### src/rtl/fifo_ram_controller.sv
// ============================================================================
// fifo_ram_controller
//   Adds FWFT FIFO control (valid/ready on both sides) to a dual-port RAM
//   that has a synchronous write port and a combinational read port.
//   Revision: 1.0
// ============================================================================
`default_nettype none

module fifo_ram_controller #(
  parameter int WIDTH    = 8,
  parameter int DEPTH    = 4,
  parameter int AF_LEVEL = DEPTH - 1
) (
  input  logic                       clk,
  input  logic                       rst_n,
  input  logic                       flush,
  input  logic [WIDTH-1:0]           in_data,
  input  logic                       in_valid,
  output logic                       in_ready,
  output logic [WIDTH-1:0]           out_data,
  output logic                       out_valid,
  input  logic                       out_ready,
  output logic [$clog2(DEPTH+1)-1:0] count,
  output logic                       almost_full,
  output logic                       ram_write_en,
  output logic [$clog2(DEPTH)-1:0]   ram_write_address,
  output logic [WIDTH-1:0]           ram_din,
  output logic [$clog2(DEPTH)-1:0]   ram_read_address,
  input  logic [WIDTH-1:0]           ram_dout
);

  localparam int PW = $clog2(DEPTH);
  localparam int CW = $clog2(DEPTH + 1);
  localparam logic [PW-1:0] PTR_LAST = PW'(DEPTH - 1);
  localparam logic [CW-1:0] CNT_FULL = CW'(DEPTH);
  localparam logic [CW-1:0] CNT_AF   = CW'(AF_LEVEL);

  logic [PW-1:0] wr_ptr_q, wr_ptr_d;
  logic [PW-1:0] rd_ptr_q, rd_ptr_d;
  logic [CW-1:0] count_q, count_d;
  logic          full_q, empty_q, af_q, ready_en_q;
  logic          push, pop;

  assign in_ready    = ready_en_q & ~full_q;
  assign out_valid   = ~empty_q;
  assign out_data    = ram_dout;
  assign count       = count_q;
  assign almost_full = af_q;

  assign push = in_valid & in_ready;
  assign pop  = out_valid & out_ready;

  assign ram_write_en      = push;
  assign ram_write_address = wr_ptr_q;
  assign ram_din           = in_data;
  assign ram_read_address  = rd_ptr_q;

  // Pointers wrap by compare so that non-power-of-two depths work.
  always_comb begin
    wr_ptr_d = wr_ptr_q;
    rd_ptr_d = rd_ptr_q;
    count_d  = count_q;
    if (push) wr_ptr_d = (wr_ptr_q == PTR_LAST) ? '0 : wr_ptr_q + PW'(1);
    if (pop)  rd_ptr_d = (rd_ptr_q == PTR_LAST) ? '0 : rd_ptr_q + PW'(1);
    case ({push, pop})
      2'b10:   count_d = count_q + CW'(1);
      2'b01:   count_d = count_q - CW'(1);
      default: count_d = count_q;
    endcase
    if (flush) begin
      wr_ptr_d = '0;
      rd_ptr_d = '0;
      count_d  = '0;
    end
  end

  always_ff @(posedge clk) begin
    if (!rst_n) begin
      wr_ptr_q   <= '0;
      rd_ptr_q   <= '0;
      count_q    <= '0;
      full_q     <= 1'b0;
      empty_q    <= 1'b1;
      af_q       <= 1'b0;
      ready_en_q <= 1'b0;
    end else begin
      wr_ptr_q   <= wr_ptr_d;
      rd_ptr_q   <= rd_ptr_d;
      count_q    <= count_d;
      full_q     <= (count_d == CNT_FULL);
      empty_q    <= (count_d == '0);
      af_q       <= (count_d >= CNT_AF);
      ready_en_q <= 1'b1;
    end
  end

endmodule

`default_nettype wire

### config.mk
export PLATFORM = sky130hd
export DESIGN_NAME = fifo_ram_controller
export DESIGN_NICKNAME = d
export VERILOG_FILES = /design/src/rtl/fifo_ram_controller.sv
export SDC_FILE = /design/constraint.sdc
export NUM_CORES = 1
export LEC_CHECK = 0
export CAP_MARGIN = 10
export CORE_ASPECT_RATIO = 0.75
export CORE_MARGIN = 3
export CORE_UTILIZATION = 35
export CTS_CLUSTER_SIZE = 20
export DETAILED_ROUTE_END_ITERATION = 6
export GPL_TIMING_DRIVEN = 0
export PLACE_DENSITY_LB_ADDON = 0.05
export SLEW_MARGIN = 20
export SYNTH_ARGS = -nofsm -noshare
export SYNTH_HDL_FRONTEND = slang
export SYNTH_SLANG_ARGS = --single-unit
### constraint.sdc
create_clock -name clk -period 4.1 [get_ports clk]
set_input_delay 1.23 -clock clk [delete_from_list [all_inputs] [get_ports clk]]
set_output_delay 1.23 -clock clk [all_outputs]
set_load 0.05 [all_outputs]
==> summary.md <==
| Metric | Value |
|---|---|
| Initial Util | `0.398` |
| Worst setup margin | `roughly 0.12 ns` |
| Vias in the first global route | `502` |
| Hold buffer count at cts | `0` |
| DR iter-0 viols | `1` |
| Post-CTS setup buffer count | `0` |
| Most frequent cells in the layout | `clkdlybuf4s50_1 (31), buf_4 (16), dfxtp_1 (11)` |
| Req. time, crit path | `2.87 ns` |
| First-pass GRT wire length | `about 2.0 mm` |
| CP Data Arrival Time | `around 2.8 ns` |
| Post-synthesis cell type count | `24` |
| Area of the mapped netlist | `around 630 um^2` |
| Rows | `12` |
| Clk sinks | `11` |
| Hold WC Path Type | `register to register` |
| Slew at the pin with the worst max-slew slack | `between 0.5 and 0.6 ns` |
| GR Util All Layers | `0.125` |
| WHS | `0.484 ns` |
| VDD IR max | `a little under 0.2 mV` |
| Post-Layout Cell Count | `123` |
| Post-DP HPWL | `between 1 and 1.5 mm` |
| Hold Path Depth | `2` |
| Worst-path maximum fanout | `5` |
| Final Net Count | `between 100 and 150` |
| Proportion of layout cells with a drive suffix above 1 | `0.206` |
| Mapped Nets | `92` |
| IO Pins | `48` |
| Clk root buf | `clkbuf_4` |
| TritonRoute pass-1 iters | `4` |
| Status | `completed` |
| Skew final | `0.000266 ns` |
| N_diodes | `0` |
| Final Wtd Congestion | `0.681` |
| Die X | `55.1 um` |
| Slew margin rel. | `0.659` |
| Number of remaining DRC errors | `0` |
| CTS tree | `done` |
| Power per cell area | `~280 nW/um^2` |
| MaxCap Viol Count | `0` |
| Synthesized area per cell | `between 9 and 10 um^2` |
| Dpl cells | `around 120` |
| Via-per-instance ratio | `roughly 4.4` |
| Vias | `roughly 550` |
| DP Worst Slack | `0.107 ns` |
| Leak pwr | `about 0.44 nW` |
| Slew Limit Fails | `0` |
| Area growth, synth to finish | `57.3%` |
| Setup TNS | `0 ns` |
| Final core utilization | `0.626` |
| Commonest non-fill, non-tap cell in the layout | `clkdlybuf4s50_1` |
| Largest net degree at the start of global routing | `9` |
| CTS Buf Count | `3` |
| Antenna violations before repair | `0` |
| Endpoints failing hold | `0` |
| Sequential-to-total area share from yosys stat | `0.348` |
| Synth Instances | `67` |
| Post-route ant nets | `0` |
| Reg2Reg Depth | `6` |
| CORE AREA | `~1600 um^2` |
| Grt ovf | `0` |
| Drt total wl | `around 1.4 mm` |
| Min Tclk post-route | `around 4.0 ns` |
| Worst-Skew Late Latency | `0.26 ns` |
| Die ar. | `~2400 um^2` |
| Setup violations, final | `0` |
| Clock-pin slew on the worst setup and hold paths | `0.07 ns` |
| YS warnings | `0` |
| CP Class | `input port to primary output` |
| Max clock buf depth | `2` |
| Post-cts resize count | `0` |
| DR WL/cell | `around 11 um` |
| Post-synthesis register bit count | `11` |
| Final Cycle Share | `0.972` |
| Worst setup SP type | `input port` |
| IO buf count | `31` |
| Htree depth | `1` |
| Fmax | `about 0.25 GHz` |
| Height of the die | `~43 um` |
| Setup crit end kind | `primary output` |
| RSZ-0062 raised after global routing | `no` |
==> metrics by stage <==
step                total power, mW  area, um^2
finish                        0.279         996
global route                  0.294         996
CTS                           0.283         996
detailed placement            0.209         970
global placement              0.208         970
floorplan                     0.180         633
==> kinds of logic after synthesis <==
logic type | share of synthesized area
XOR/XNOR | 0.0277
buffers and inverters | 0.237
multiplexers | 0.0632
AO/OA/AOI/OAI | 0.0712
adder cells (fa/ha/maj) | 0.0909
flip-flops | 0.348
AND/OR/NAND/NOR | 0.162
==> Yosys cell counts, drive strengths merged <==
cell type,number,area share
fa,1,0.032
o2111ai,1,0.014
ha,3,0.059
inv,4,0.024
a31oi,1,0.0099
nand3b,1,0.012
or4,1,0.018
a21oi,1,0.0079
nor2,6,0.036
nor2b,2,0.020
nand2,2,0.012
xnor2,1,0.014
o211ai,1,0.012
dfxtp,11,0.35
a21boi,1,0.012
xor2,1,0.014
nand2b,1,0.0099
clkbuf,1,0.0059
mux2i,4,0.063
o211a,1,0.016
buf,17,0.21
or3,2,0.020
nor3b,3,0.036
==> path summary, 6_finish.rpt <==
kind / startpoint / to / slack [ns]
max reg2reg: full_q / empty_q / 1.99
max: in_valid / ram_write_en / 0.12
min: ram_write_address[0] / ram_write_address[0] / 0.48
min reg2reg: ram_write_address[0] / ram_write_address[0] / 0.48
==> critical path, stage by stage <==
cell	delay [ns]
clkdlybuf4s50_1	0.46
nand3b_1	0.18
inv_1	0.09
clkdlybuf4s50_1	0.80
==> flip-flops by register name, indices dropped and copies added (netlist names) <==
register,cells
count,3
ready_en_q,1
almost_full,1
empty_q,1
ram_read_address,2
ram_write_address,2
full_q,1
==> power by group <==
group          internal, mW  switching, mW  total [mW]
clock network        0.0376         0.0350      0.0726
logic                0.0387         0.0557      0.0944
registers             0.109        0.00241       0.112
total                 0.186         0.0931       0.279
==> routing by layer <==
layer,track usage,routed length [um],part of all wire,up-vias
met5,0,0,0,-
met4,0.0291,0,0,0
met3,0.0772,172,0.12,0
met2,0.196,628,0.45,46
met1,0.142,598,0.43,226
li1,-,-,-,275
==> cell type report <==
cell class,instances,area [um^2]
multi-input combinational,34,263
tap,21,26.3
timing repair buffer,31,310
inverter,4,15.0
fill,136,596
buffer,18,135
sequential,11,220
clock buffer,4,26.3
No activity file was read; power rests on OpenSTA's default activity.
